==> config.mk <==
export PLATFORM = sky130hd
export DESIGN_NAME = fifo36k_wr_arbiter_flat
export DESIGN_NICKNAME = d
export VERILOG_FILES = /design/src/rtl/fifo36k_ctrl_pkg.sv /design/src/rtl/fifo36k_wr_arbiter_if.sv /design/src/rtl/fifo36k_rr_pick.sv /design/src/rtl/fifo36k_wr_arbiter.sv /design/src/flat_wrapper.sv
export SDC_FILE = /design/constraint.sdc
export NUM_CORES = 1
export LEC_CHECK = 0
export CAP_MARGIN = 10
export CORE_UTILIZATION = 41
export CTS_CLUSTER_DIAMETER = 50
export DETAILED_ROUTE_END_ITERATION = 8
export PLACE_DENSITY = 0.82
export SETUP_SLACK_MARGIN = 0.1
export SLEW_MARGIN = 5
export SYNTH_ARGS = -nofsm -noshare
export SYNTH_HDL_FRONTEND = slang
export SYNTH_SLANG_ARGS = --single-unit
==> constraint.sdc <==
create_clock -name clk_i -period 3.8 [get_ports clk_i]
set_input_delay 0.57 -clock clk_i [delete_from_list [all_inputs] [get_ports clk_i]]
set_output_delay 0.57 -clock clk_i [all_outputs]
set_load 0.05 [all_outputs]
==> src/rtl/fifo36k_ctrl_pkg.sv <==
// rtl/fifo36k_ctrl_pkg.sv - shared types and sizing helpers for the FIFO36K write-side control
package fifo36k_ctrl_pkg;

    // Occupancy counter width; holds up to 4096 entries
    localparam int LEVEL_W = 13;

    // Width of producer indices (up to 8 producers)
    localparam int GRANT_W = 3;

    typedef enum logic [0:0] {
        IDLE  = 1'b0,
        BURST = 1'b1
    } arb_state_e;

    // FIFO36K depth for a given write width in synchronous mode
    function automatic int fifo_depth(input int width);
        case (width)
            9:       return 4096;
            18:      return 2048;
            default: return 1024;
        endcase
    endfunction

endpackage

==> src/rtl/fifo36k_wr_arbiter_if.sv <==
// rtl/fifo36k_wr_arbiter_if.sv - producer handshake and FIFO write-port bundle
interface fifo36k_wr_arbiter_if #(
    parameter int NUM_REQ    = 4,
    parameter int DATA_WIDTH = 36
);

    // Producer side
    logic [NUM_REQ-1:0]            req_valid;
    logic [NUM_REQ-1:0]            req_last;
    logic [NUM_REQ*DATA_WIDTH-1:0] req_data;
    logic [NUM_REQ-1:0]            req_ready;

    // FIFO side
    logic                          fifo_rd_en;
    logic                          fifo_full;
    logic                          fifo_wr_en;
    logic [DATA_WIDTH-1:0]         fifo_wr_data;

    // Arbiter end of the bundle
    modport slave (
        input  req_valid,
        input  req_last,
        input  req_data,
        input  fifo_rd_en,
        input  fifo_full,
        output req_ready,
        output fifo_wr_en,
        output fifo_wr_data
    );

    // Producers / FIFO model end of the bundle
    modport master (
        output req_valid,
        output req_last,
        output req_data,
        output fifo_rd_en,
        output fifo_full,
        input  req_ready,
        input  fifo_wr_en,
        input  fifo_wr_data
    );

endinterface

==> src/rtl/fifo36k_rr_pick.sv <==
// rtl/fifo36k_rr_pick.sv - circular first-one search starting after the last served index
module fifo36k_rr_pick
    import fifo36k_ctrl_pkg::*;
#(
    parameter int NUM_REQ = 4,
    parameter int IDX_W   = GRANT_W
) (
    input  logic [NUM_REQ-1:0] req_i,
    input  logic [IDX_W-1:0]   last_i,
    output logic               found_o,
    output logic [IDX_W-1:0]   idx_o
);

    // Two linear passes: indices above last_i first, then wrap to 0..last_i
    always_comb begin
        found_o = 1'b0;
        idx_o   = '0;
        for (int i = 0; i < NUM_REQ; i++) begin
            if (!found_o && req_i[i] && (i > int'(last_i))) begin
                found_o = 1'b1;
                idx_o   = IDX_W'(i);
            end
        end
        for (int i = 0; i < NUM_REQ; i++) begin
            if (!found_o && req_i[i] && (i <= int'(last_i))) begin
                found_o = 1'b1;
                idx_o   = IDX_W'(i);
            end
        end
    end

endmodule

==> src/rtl/fifo36k_wr_arbiter.sv <==
// rtl/fifo36k_wr_arbiter.sv - round-robin burst arbiter sharing one FIFO36K write port
module fifo36k_wr_arbiter
    import fifo36k_ctrl_pkg::*;
#(
    parameter int NUM_REQ    = 4,
    parameter int DATA_WIDTH = 36,
    parameter int MAX_BURST  = 8
) (
    input  logic                 clk_i,
    input  logic                 rst_i,
    fifo36k_wr_arbiter_if.slave  bus,
    output logic [GRANT_W-1:0]   grant_id_o,
    output logic                 busy_o,
    output logic [LEVEL_W-1:0]   level_o,
    output logic                 wr_err_o
);

    localparam logic [LEVEL_W-1:0] DEPTH = LEVEL_W'(fifo_depth(DATA_WIDTH));
    localparam logic [7:0]         MAX_B = 8'(MAX_BURST);

    arb_state_e            state_q, state_d;
    logic [GRANT_W-1:0]    grant_q, grant_d;
    logic [GRANT_W-1:0]    last_q, last_d;
    logic [7:0]            beat_q, beat_d;
    logic [LEVEL_W-1:0]    level_q, level_d;
    logic                  wr_en_q, wr_en_d;
    logic [DATA_WIDTH-1:0] wr_data_q, wr_data_d;
    logic                  wr_err_q, wr_err_d;

    logic                  pick_found;
    logic [GRANT_W-1:0]    pick_idx;
    logic                  sel_valid;
    logic                  sel_last;
    logic [DATA_WIDTH-1:0] sel_data;
    logic [NUM_REQ-1:0]    ready;
    logic                  can_accept;
    logic                  beat;
    logic                  rd_dec;

    fifo36k_rr_pick #(
        .NUM_REQ (NUM_REQ),
        .IDX_W   (GRANT_W)
    ) u_pick (
        .req_i   (bus.req_valid),
        .last_i  (last_q),
        .found_o (pick_found),
        .idx_o   (pick_idx)
    );

    // Our own count includes the beat still sitting in the output register,
    // so this is the only full check needed; FIFO FULL lags and is not used here.
    assign can_accept = (level_q < DEPTH);
    assign beat       = (state_q == BURST) && sel_valid && can_accept;
    assign rd_dec     = bus.fifo_rd_en && (level_q != '0);

    // Select the granted producer's valid/last/data
    always_comb begin
        sel_valid = 1'b0;
        sel_last  = 1'b0;
        sel_data  = '0;
        for (int i = 0; i < NUM_REQ; i++) begin
            if (grant_q == GRANT_W'(i)) begin
                sel_valid = bus.req_valid[i];
                sel_last  = bus.req_last[i];
                sel_data  = bus.req_data[i*DATA_WIDTH +: DATA_WIDTH];
            end
        end
    end

    // Only the granted producer sees ready, and only while there is room
    always_comb begin
        ready = '0;
        for (int i = 0; i < NUM_REQ; i++) begin
            ready[i] = (state_q == BURST) && (grant_q == GRANT_W'(i)) && can_accept;
        end
    end

    // Arbitration FSM: grant on IDLE, leave BURST on last, burst limit or yield
    always_comb begin
        state_d = state_q;
        grant_d = grant_q;
        last_d  = last_q;
        beat_d  = beat_q;
        unique case (state_q)
            IDLE: begin
                if (pick_found) begin
                    state_d = BURST;
                    grant_d = pick_idx;
                    beat_d  = '0;
                end
            end
            BURST: begin
                if (beat) begin
                    beat_d = beat_q + 8'd1;
                    if (sel_last || ((beat_q + 8'd1) == MAX_B)) begin
                        state_d = IDLE;
                        last_d  = grant_q;
                    end
                end else if (!sel_valid) begin
                    // A stall on a full FIFO keeps the grant; only a dropped valid releases it
                    state_d = IDLE;
                    last_d  = grant_q;
                end
            end
            default: state_d = IDLE;
        endcase
    end

    // Write register, occupancy and sticky overflow error next-state
    always_comb begin
        wr_en_d   = beat;
        wr_data_d = beat ? sel_data : wr_data_q;
        level_d   = level_q + LEVEL_W'(beat) - LEVEL_W'(rd_dec);
        wr_err_d  = wr_err_q | (wr_en_q & bus.fifo_full);
    end

    // State and datapath registers; reset drops any beat held in the write register
    always_ff @(posedge clk_i or posedge rst_i) begin
        if (rst_i) begin
            state_q   <= IDLE;
            grant_q   <= '0;
            last_q    <= GRANT_W'(NUM_REQ - 1);
            beat_q    <= '0;
            level_q   <= '0;
            wr_en_q   <= 1'b0;
            wr_data_q <= '0;
            wr_err_q  <= 1'b0;
        end else begin
            state_q   <= state_d;
            grant_q   <= grant_d;
            last_q    <= last_d;
            beat_q    <= beat_d;
            level_q   <= level_d;
            wr_en_q   <= wr_en_d;
            wr_data_q <= wr_data_d;
            wr_err_q  <= wr_err_d;
        end
    end

    assign bus.req_ready    = ready;
    assign bus.fifo_wr_en   = wr_en_q;
    assign bus.fifo_wr_data = wr_data_q;
    assign grant_id_o       = grant_q;
    assign busy_o           = (state_q == BURST);
    assign level_o          = level_q;
    assign wr_err_o         = wr_err_q;

endmodule

==> src/flat_wrapper.sv <==
// flat-port wrapper written by rule: the top's interface ports become plain ports
module fifo36k_wr_arbiter_flat import fifo36k_ctrl_pkg::*;
#(
    parameter int NUM_REQ    = 4,
    parameter int DATA_WIDTH = 36,
    parameter int MAX_BURST  = 8
)
  (clk_i, rst_i, grant_id_o, busy_o, level_o, wr_err_o, bus_req_valid, bus_req_last, bus_req_data, bus_fifo_rd_en, bus_fifo_full, bus_req_ready, bus_fifo_wr_en, bus_fifo_wr_data);
  fifo36k_wr_arbiter_if #(.NUM_REQ(NUM_REQ), .DATA_WIDTH(DATA_WIDTH)) bus_i ();
  input  logic clk_i;
  input  logic rst_i;
  output logic [GRANT_W-1:0] grant_id_o;
  output logic busy_o;
  output logic [LEVEL_W-1:0] level_o;
  output logic wr_err_o;
  input wire logic [$bits(bus_i.req_valid)-1:0] bus_req_valid;
  input wire logic [$bits(bus_i.req_last)-1:0] bus_req_last;
  input wire logic [$bits(bus_i.req_data)-1:0] bus_req_data;
  input wire logic [$bits(bus_i.fifo_rd_en)-1:0] bus_fifo_rd_en;
  input wire logic [$bits(bus_i.fifo_full)-1:0] bus_fifo_full;
  output wire logic [$bits(bus_i.req_ready)-1:0] bus_req_ready;
  output wire logic [$bits(bus_i.fifo_wr_en)-1:0] bus_fifo_wr_en;
  output wire logic [$bits(bus_i.fifo_wr_data)-1:0] bus_fifo_wr_data;
  assign bus_i.req_valid = bus_req_valid;
  assign bus_i.req_last = bus_req_last;
  assign bus_i.req_data = bus_req_data;
  assign bus_i.fifo_rd_en = bus_fifo_rd_en;
  assign bus_i.fifo_full = bus_fifo_full;
  assign bus_req_ready = bus_i.req_ready;
  assign bus_fifo_wr_en = bus_i.fifo_wr_en;
  assign bus_fifo_wr_data = bus_i.fifo_wr_data;
  fifo36k_wr_arbiter #(.NUM_REQ(NUM_REQ), .DATA_WIDTH(DATA_WIDTH), .MAX_BURST(MAX_BURST)) u_core (.clk_i(clk_i), .rst_i(rst_i), .bus(bus_i), .grant_id_o(grant_id_o), .busy_o(busy_o), .level_o(level_o), .wr_err_o(wr_err_o));
endmodule
==> results of run 1 <==
power by group:
part | switching (mW) | internal, mW | total (mW)
clock network | 0.262 | 0.568 | 0.830
logic | 2.32 | 1.79 | 4.12
registers | 0.240 | 1.02 | 1.26
total | 2.82 | 3.38 | 6.21
final timing paths:
check | end | slack [ns]
max | u_core.level_o[10]$_DFF_PP0_ | 0.62
min | u_core.wr_err_o$_DFF_PP0_ | 0.46
max reg2reg | u_core.level_o[10]$_DFF_PP0_ | 0.77
min reg2reg | u_core.wr_err_o$_DFF_PP0_ | 0.46
max in group asynchronous | u_core.last_q[1]$_DFFE_PP1P_ | 2.23
min in group asynchronous | u_core.bus.fifo_wr_data[18]$_DFFE_PP0N_ | 0.64
worst max-delay path: cells and delay by family:
kind	cells	cell delay (ns)
mux	1	0.55
simple gates	1	0.14
buf+inv	2	0.53
fa+ha+maj	2	0.67
compound gates	4	0.95
stage by stage:
step,instances,utilization (%),hold WS (ns)
2_1_floorplan,339,-,0.482
3_3_place_gp,673,65.4,0.446
3_5_place_dp,673,65.4,0.448
4_1_cts,689,68.3,0.464
5_1_grt,689,68.3,0.477
6_report,689,68.3,0.465
cells by family after synthesis:
family,after synthesis,synth area share [%]
flops,64,37.4
buf+inv,41,4.70
compound gates,48,6.92
fa+ha+maj,22,6.59
mux,76,33.0
xor+xnor,11,2.25
other cells,1,0.0875
simple gates,76,9.08
layout make-up:
cell class / instances / area (sq um)
flip-flops and latches: 64 / 1610
repair buffers: 218 / 2170
fillers: 734 / 3160
inverters: 24 / 90.1
clock buffers: 10 / 128
multi-input cells: 234 / 2480
clock inverters: 6 / 155
well taps: 133 / 166
layer usage:
layer | share of wire (%) | routed length, um | vias to the layer above
met5 | 0 | 0 | -
met1 | 39 | 5020 | 1835
met3 | 6.2 | 805 | 22
li1 | - | - | 1686
met4 | 2.4 | 315 | 0
met2 | 53 | 6820 | 166
cells in the final DEF, fill, tap and decap left out, drive strengths merged, types with 2 or more instances in the layout:
| master | count |
|---|---|
| mux4 | 38 |
| nor3 | 9 |
| nand3 | 10 |
| o21ai | 16 |
| bufinv | 5 |
| buf | 5 |
| nand4 | 2 |
| dfstp | 2 |
| a311oi | 2 |
| nor2 | 16 |
| a21o | 4 |
| xor2 | 5 |
| nand2 | 17 |
| a31oi | 5 |
| inv | 24 |
| nor2b | 4 |
| and4 | 2 |
| clkbuf | 10 |
| nand4b | 2 |
| dfrtp | 62 |
| clkdlybuf4s50 | 213 |
| and2 | 2 |
| ha | 21 |
| o31ai | 3 |
| mux2 | 37 |
| a21oi | 11 |
| nand2b | 8 |
| xnor2 | 6 |
state kept, by name (all words and copies together) (netlist names):
| signal | cells |
|---|---|
| u_core.bus.fifo_wr_en | 1 |
| u_core.beat_q | 8 |
| u_core.bus.fifo_wr_data | 36 |
| u_core.last_q | 2 |
| u_core.wr_err_o | 1 |
| u_core.level_o | 13 |
| u_core.grant_id_o | 2 |
| u_core.busy_o | 1 |
==> flow_metrics.py, run 1 <==
metrics = {
    "power": {
        "p_per_area_nw_per_um2": 913,
        "leakagePower_nw": 2.82,
        "ir_drop_mv": 0.609,
        "p_total_mw": 6.21,
    },
    "worst_hold_path": {
        "holdPathStages": 1,
        "hold_path_class": "reg2reg",
        "min-delay-start": "u_core.wr_err_o$_DFF_PP0_",
    },
    "synthesis": {
        "synth-seq-area-share_pct": 37.4,
        "yosys_warnings": 0,
        "ys.flop_type": "dfrtp_1",
        "syn_nets": 517,
        "synth_area_leader_cell": "dfrtp_1",
        "syn_area_sq_um": 4290,
        "ys_ff_latch": 64,
        "synth_common_cells": "dfrtp_1, mux4_2, mux2_4, inv_1, ha_1",
        "synth_top_area_share_pct": 36.2,
        "synth_area_leaders": "dfrtp_1, mux4_2, mux2_4",
        "syn_avg_cell_area_sq_um": 12.6,
        "synth.most_common_cell": "dfrtp_1",
        "async_flop_share_pct": 100,
        "syn_inst": 339,
        "ys_types": 48,
        "synth_edf_count": 0,
    },
    "run_status": {
        "status": "complete, no violations",
    },
    "setup_path": {
        "cp_data_arrival_time_ns": 3.41,
        "r2r-start": "u_core.level_o[8]$_DFF_PP0_",
        "critPathRequiredTime_ns": 4.03,
        "end_kind": "flip-flop",
        "critPathSlowestCell": "mux4_2",
        "reg2regPathDepth": 13,
        "start_kind": "input pin",
        "critPathKind": "in2reg",
        "critPathMaxStageDelay_ns": 0.55,
        "cp-startpoint": "bus_req_valid[1]",
        "cp_max_fo": 5,
        "path_cells": "clkdlybuf4s50_1 -> mux4_2 -> nand4_2 -> inv_2 -> ha_1 -> fa_1 -> a211o_1 -> a31oi_1 -> o31ai_1 -> o311ai_1",
    },
    "clock_network": {
        "cts_hold_buf": 0,
        "post_cts_resized": 0,
        "h-tree-depth": 3,
        "cts-buffers-inserted": 9,
        "post_cts.repair.setup_buffers": 0,
        "cts_buffer_depth": 2,
        "numClockSinks": 64,
        "cts_tree": "yes",
        "clk_pin_slew_ns": 0.07,
        "clock-root-buffer": "clkbuf_8",
        "insertion_delay_ns": 0.34,
    },
    "timing": {
        "finalSetupTns_ns": 0,
        "fmax_ghz": 0.314,
        "tightest_slew_ns": 0.750,
        "rsz0062_at_grt": "no",
        "skew_ns": 0.00833,
        "post-route-period-util_pct": 83.8,
        "setup_violations": 0,
        "slew_viol_final": 0,
        "setup_slack_ns": 0.616,
        "relSlewSlack_pct": 50.0,
        "fin_crit_ns": 3.18,
        "final_hold_viol_count": 0,
    },
    "floorplan": {
        "initial_core_util_pct": 43.1,
        "die_h_um": 104,
        "die-area_sq_um": 10900,
        "ios": 215,
        "core.rowCount": 36,
        "coreArea_sq_um": 9950,
        "die_w_um": 104,
    },
    "global_routing": {
        "grt_max_degree": 44,
        "met3_usage_pct": 5.14,
        "antenna_found_initial": 0,
        "top_usage_layer": "met2",
        "grt_util_all_layers_pct": 24.8,
        "grt_pass1_vias": 3870,
        "grt_pass1_wl_mm": 20.9,
        "overflow": 0,
        "grt_use_met1_pct": 28.8,
        "use_met2_pct": 44.9,
    },
    "route": {
        "wirelength_mm": 13.0,
        "ant_nets": 0,
        "via_count": 3709,
        "drt_iter0_markers": 192,
        "wire_per_inst_um": 18.8,
        "firstDrtPassIters": 5,
        "via_per_inst": 5.38,
        "drc": 0,
    },
    "finish": {
        "layout.nets": 729,
        "final_area_sq_um": 6800,
        "synthToLayoutAreaGrowth_pct": 58.5,
        "num_antenna_cells": 0,
        "drive_gt1_share_pct": 18.3,
    },
    "placement": {
        "gp_congestion": 0.851,
        "port_buffers": 213,
        "dpl_worst_slack_ns": 0.277,
        "placed_area_sq_um": 6520,
        "dp_hpwl_mm": 10.2,
    },
    "flow_run": {
        "cap_viol_max_count": 0,
    },
}
(Power assumes the default switching activity.)
==> run 2: changes to the inputs <==
- CORE_UTILIZATION: 41 -> 37
- PLACE_DENSITY: 0.82 -> 0.78
- clock period: 3.8 -> 2.7 ns (I/O delays scaled with it)
==> run 2 against run 1 <==
The flow now finishes with violations (negative setup slack); sequential share of layout area is 1.5 points lower; non-clock buffer count is 28 higher; worst setup slack worse by 0.62 ns; worst hold slack better by 0.0076 ns; cell area is 6.8% higher; register-to-register slack worse by 0.78 ns; highest routed layer unchanged; via count is 1.6% higher; first-iteration DRC count is 16% lower; combinational power is 57% higher; clock power is 65% higher; clock skew hardly changed.
==> flow_metrics.py, run 2 (synthesis gave the netlist of run 1 again) <==
metrics = {
    "power": {
        "clkPwrFrac_pct": 14.3,
        "internal_power_mw": 5.28,
        "p_switching_mw": 4.29,
        "leakagePower_nw": 3.01,
        "p_per_area_nw_per_um2": 1320,
        "p_sw_share_pct": 44.8,
        "seqPwrFrac_pct": 18.1,
        "p_comb_share_pct": 67.6,
        "ir_drop_mv": 1.01,
    },
    "floorplan": {
        "initial_core_util_pct": 38.7,
        "die_h_um": 110,
        "die-area_sq_um": 12000,
        "coreArea_sq_um": 11100,
        "core.rowCount": 38,
        "ios": 215,
        "die_w_um": 110,
    },
    "setup_path": {
        "critPathMaxStageDelay_ns": 0.39,
        "start_kind": "flip-flop",
        "critPathKind": "reg2reg",
        "path_cells": "inv_2 -> ha_4 -> and4_1 -> a21boi_1 -> ha_1 -> inv_2 -> ha_4 -> fa_2 -> a211o_1 -> a31oi_4 -> o31ai_4 -> nand4_1 -> o311ai_2",
        "critPathSlowestCell": "dfrtp_1",
        "critPathRequiredTime_ns": 2.89,
        "cp_data_arrival_time_ns": 2.90,
        "cp_max_fo": 5,
        "end_kind": "flip-flop",
    },
    "global_routing": {
        "grt_pass1_wl_mm": 20.7,
        "antenna_found_initial": 0,
        "grt_util_all_layers_pct": 23.0,
        "overflow": 0,
        "grt_pass1_vias": 4169,
        "grt_max_degree": 44,
    },
    "route": {
        "drc": 0,
        "via_count": 3770,
        "wirelength_mm": 13.7,
        "wire_per_inst_um": 19.0,
        "via_per_inst": 5.21,
        "drt_iter0_markers": 162,
        "firstDrtPassIters": 4,
        "ant_nets": 0,
    },
    "clock_network": {
        "clock-root-buffer": "clkbuf_16",
        "h-tree-depth": 3,
        "cts_buffer_depth": 2,
        "cts_tree": "yes",
        "cts-buffers-inserted": 9,
        "numClockSinks": 64,
        "clk_pin_slew_ns": 0.06,
        "insertion_delay_ns": 0.33,
    },
    "worst_hold_path": {
        "hold_path_class": "reg2reg",
    },
    "finish": {
        "drive_gt1_share_pct": 27.6,
        "final_util_pct": 65.6,
        "mostFrequentLayoutCell": "clkdlybuf4s50_1",
        "final_cell_mix": "clkdlybuf4s50_1, dfrtp_1, mux4_2",
        "num_antenna_cells": 0,
        "final_area_sq_um": 7260,
        "largest_reg_flops": 36,
        "layout.nets": 757,
        "synthToLayoutAreaGrowth_pct": 69.4,
    },
    "placement": {
        "dp_hpwl_mm": 10.5,
        "dpl_worst_slack_ns": -0.427,
        "placed_area_sq_um": 6770,
        "port_buffers": 213,
        "gp_congestion": 0.879,
    },
    "timing": {
        "tightest_slew_ns": 0.772,
        "fmax_ghz": 0.369,
        "slew_viol_final": 0,
        "final_hold_viol_count": 0,
        "finalSetupTns_ns": -0.00651,
        "fin_crit_ns": 2.71,
        "post-route-period-util_pct": 100,
        "setup_slack_ns": -0.00651,
        "skew_ns": 0.00880,
        "setup_violations": 1,
        "relSlewSlack_pct": 48.5,
        "rsz0062_at_grt": "yes",
    },
    "run_status": {
        "violations": "negative setup slack",
        "status": "finished with violations",
    },
    "flow_run": {
        "cap_viol_max_count": 0,
    },
}
run 2: cell types whose count changed in the layout (fill, tap and decap cells not counted), sizes merged:
cell,delta
clkinvlp,+2
clkdlybuf4s50,-10
bufinv,-2
clkinv,-1
buf,+34
dlygate4sd2,+4
inv,+1
run 2: per-stage QoR:
step / instances / power [mW] / hold WS (ns)
final: 724 / 9.57 / 0.472
after global routing: 724 / 10.1 / 0.493
after CTS: 724 / 9.57 / 0.473
after detailed placement: 699 / 7.85 / 0.460
after global placement: 699 / 7.70 / 0.443
after floorplan: 339 / 5.97 / 0.482
run 2: cell type report:
class,instances,area (sq um)
clock buffer,10,239
clock inverter,6,114
fill,847,3820
inverter,24,92.6
multi-input combinational,234,2610
sequential,64,1610
tap,140,175
timing repair buffer,246,2420
run 2: critical path, delay by kind of cell (launching register included):
family                     cells  cell delay (ns)
and+or+nand+nor                2             0.29
AOI/OAI and AO/OA              5             0.78
buffers and inverters          2             0.13
DFF                            1             0.39
adders and majority gates      4             0.97
run 2: power by group through the flow:
stage	Sequential, mW	Clock [mW]	Combinational [mW]
2_1_floorplan	3.13	0	2.85
3_3_place_gp	1.70	0	6.00
3_5_place_dp	1.73	0	6.12
4_1_cts	1.73	1.39	6.45
5_1_grt	1.79	1.44	6.88
6_report	1.73	1.37	6.47
run 2: per-layer routing:
metal	vias to the layer above	share of wire [%]	global-route usage [%]
met2	142	52	41.8
met4	0	1.5	7.62
li1	1748	-	-
met1	1865	38	26.1
met3	15	8.5	6.11
met5	-	0	0
run 2: worst paths after layout:
| check | slack, ns | start | end | cells after the start |
|---|---|---|---|---|
| max in group asynchronous | 1.50 | rst_i | u_core.last_q[0]$_DFFE_PP1P_ | 3 |
| max reg2reg | -0.007 | u_core.level_o[8]$_DFF_PP0_ | u_core.level_o[10]$_DFF_PP0_ | 13 |
| min | 0.47 | u_core.wr_err_o$_DFF_PP0_ | u_core.wr_err_o$_DFF_PP0_ | 1 |
| min in group asynchronous | 0.50 | rst_i | u_core.bus.fifo_wr_data[22]$_DFFE_PP0N_ | 2 |
| min reg2reg | 0.47 | u_core.wr_err_o$_DFF_PP0_ | u_core.wr_err_o$_DFF_PP0_ | 1 |
| max | -0.007 | u_core.level_o[8]$_DFF_PP0_ | u_core.level_o[10]$_DFF_PP0_ | 13 |
run 2: what timing repair did:
action | CTS | global route
resized for setup | 27 | 1
setup buffers | 9 | 0
gates cloned | 0 | 0
endpoints found under the hold margin | 0 | 0
hold buffers | 0 | 0
pin swaps | 11 | 2
endpoints found under the setup margin | 4 | 4
==> run 3: changes to the inputs <==
==> constraint.sdc (replaced) <==
create_clock -name clk_i -period 2.7 [get_ports clk_i]
set_input_delay 0.27 -clock clk_i [delete_from_list [all_inputs] [get_ports clk_i]]
set_output_delay 0.27 -clock clk_i [all_outputs]
set_load 0.05 [all_outputs]
==> run 3 against run 2 <==
The run still ends with negative setup slack left; clock skew shrank 0.0036 ns; cell area about the same; worst hold slack worse by 0.12 ns; worst setup slack worse by 0.049 ns; critical path depth is the same; cell count is 0.28% higher; total power is 0.51% lower; wire length shrank 1.3%; register-to-register slack got worse by 0.05 ns; largest power group unchanged; core utilization hardly changed; via count decreased by 0.27%.
==> flow_metrics.py, run 3 (synthesis gave the netlist of run 1 again) <==
metrics = {
    "setup_path": {
        "cp_data_arrival_time_ns": 2.95,
        "critPathSlowestCell": "dfrtp_1",
        "critPathMaxStageDelay_ns": 0.39,
        "critPathRequiredTime_ns": 2.89,
        "start_kind": "flip-flop",
        "path_cells": "inv_2 -> ha_4 -> and4_1 -> a21boi_2 -> ha_1 -> inv_2 -> ha_4 -> fa_2 -> a211o_1 -> a31oi_4 -> o31ai_4 -> nand4_1 -> o311ai_2",
        "end_kind": "flip-flop",
        "critPathKind": "reg2reg",
        "cp_top_family": "adder cells",
        "cp_max_fo": 5,
        "crit_buf_inv": 2,
    },
    "finish": {
        "layout.nets": 759,
        "final_cell_mix": "clkdlybuf4s50_1, dfrtp_1, mux4_2",
        "mostFrequentLayoutCell": "clkdlybuf4s50_1",
        "largest_reg_flops": 36,
        "drive_gt1_share_pct": 27.5,
        "final_area_sq_um": 7260,
        "num_antenna_cells": 0,
        "final_util_pct": 65.5,
        "fillers": 841,
        "synthToLayoutAreaGrowth_pct": 69.2,
    },
    "placement": {
        "gp_congestion": 0.873,
        "placed_area_sq_um": 6760,
        "port_buffers": 213,
        "dp_hpwl_mm": 10.2,
        "dpl_worst_slack_ns": -0.264,
    },
    "route": {
        "met3WireLength_mm": 1.21,
        "wl_met1_mm": 5.14,
        "wire_per_inst_um": 18.7,
        "firstDrtPassIters": 4,
        "via_count": 3760,
        "met2_length_mm": 6.92,
        "drt_iter0_markers": 110,
        "ant_nets": 0,
        "wirelength_mm": 13.5,
        "top_layer_used": "met4",
        "drc": 0,
        "via_per_inst": 5.18,
    },
    "timing": {
        "fmax_ghz": 0.363,
        "slew_viol_final": 0,
        "setup_slack_ns": -0.0551,
        "tightest_slew_ns": 0.774,
        "finalSetupTns_ns": -0.101,
        "rsz0062_at_grt": "yes",
        "skew_ns": 0.00517,
        "setup_violations": 3,
        "post-route-period-util_pct": 102,
        "final_hold_viol_count": 0,
        "fin_crit_ns": 2.76,
        "relSlewSlack_pct": 48.4,
    },
    "global_routing": {
        "grt_pass1_wl_mm": 19.8,
        "overflow": 0,
        "antenna_found_initial": 0,
        "grt_max_degree": 44,
        "grt_pass1_vias": 3952,
        "grt_util_all_layers_pct": 22.0,
    },
    "floorplan": {
        "initial_core_util_pct": 38.7,
        "die_w_um": 110,
        "die_h_um": 110,
        "die-area_sq_um": 12000,
        "core.rowCount": 38,
        "coreArea_sq_um": 11100,
        "ios": 215,
    },
    "clock_network": {
        "clock-root-buffer": "clkbuf_16",
        "insertion_delay_ns": 0.33,
        "h-tree-depth": 3,
        "cts_buffer_depth": 2,
        "cts_tree": "yes",
        "clk_pin_slew_ns": 0.06,
        "numClockSinks": 64,
        "cts-buffers-inserted": 9,
    },
    "power": {
        "ir_drop_mv": 1.06,
        "p_total_mw": 9.52,
        "leakagePower_nw": 3.03,
        "p_per_area_nw_per_um2": 1310,
    },
    "run_status": {
        "violations": "negative setup slack",
        "status": "finished with violations",
    },
    "worst_hold_path": {
        "hold_path_class": "in2async",
    },
    "flow_run": {
        "cap_viol_max_count": 0,
    },
}
==> run 3: cell type report <==
| type | count | area, sq um | share of cell area, % |
|---|---|---|---|
| Inverter | 24 | 92.6 | 1.28 |
| Multi-Input combinational cell | 234 | 2620 | 36.1 |
| Clock buffer | 13 | 260 | 3.59 |
| Clock inverter | 3 | 65.1 | 0.897 |
| Timing Repair Buffer | 248 | 2440 | 33.6 |
| Sequential cell | 64 | 1610 | 22.1 |
| Tap cell | 140 | 175 | 2.41 |
==> run 3: timing repair <==
item	4_1_cts	5_1_grt
setup buffers	2	9
pin swaps	8	15
setup endpoints to repair	4	6
endpoints found under the hold margin	0	0
hold buffers	0	0
gates resized for setup	18	9
==> run 3: metal layers <==
metal  vias to the layer above  GRT usage (%)
met2                       150           39.3
met4                         0           7.71
met3                        17           6.64
met1                      1839           24.7
li1                       1754              -
met5                         -              0
==> run 3: worst paths after layout <==
| path | from | to | slack (ns) | cells past startpoint |
|---|---|---|---|---|
| max in group asynchronous | rst_i | u_core.last_q[0]$_DFFE_PP1P_ | 1.66 | 3 |
| setup / recovery | u_core.level_o[9]$_DFF_PP0_ | u_core.level_o[10]$_DFF_PP0_ | -0.06 | 13 |
| hold / removal | rst_i | u_core.bus.fifo_wr_data[20]$_DFFE_PP0N_ | 0.35 | 2 |
| hold reg to reg | u_core.wr_err_o$_DFF_PP0_ | u_core.wr_err_o$_DFF_PP0_ | 0.46 | 1 |
| setup reg to reg | u_core.level_o[9]$_DFF_PP0_ | u_core.level_o[10]$_DFF_PP0_ | -0.06 | 13 |
| min in group clk_i | u_core.wr_err_o$_DFF_PP0_ | u_core.wr_err_o$_DFF_PP0_ | 0.46 | 1 |
==> run 3: worst register-to-register path, cell delays in order, from the launching register on <==
cell      delay (ns)
dfrtp_1         0.39
inv_2           0.09
ha_4            0.14
and4_1          0.20
a21boi_2        0.06
ha_1            0.28
inv_2           0.05
ha_4            0.16
fa_2            0.35
a211o_1         0.34
a31oi_4         0.22
o31ai_4         0.12
nand4_1         0.12
o311ai_2        0.10
==> run 3: metrics by stage <==
step	hold slack (ns)	instances
floorplan	0.387	339
global placement	0.443	699
detailed placement	0.452	699
CTS	0.375	717
global route	0.396	726
finish	0.350	726
==> run 3: power breakdown <==
part	total [mW]	leakage, nW	switching [mW]	internal [mW]
Combinational	6.52	2.09	3.58	2.94
Sequential	1.72	0.774	0.278	1.44
Clock	1.28	0.160	0.423	0.858
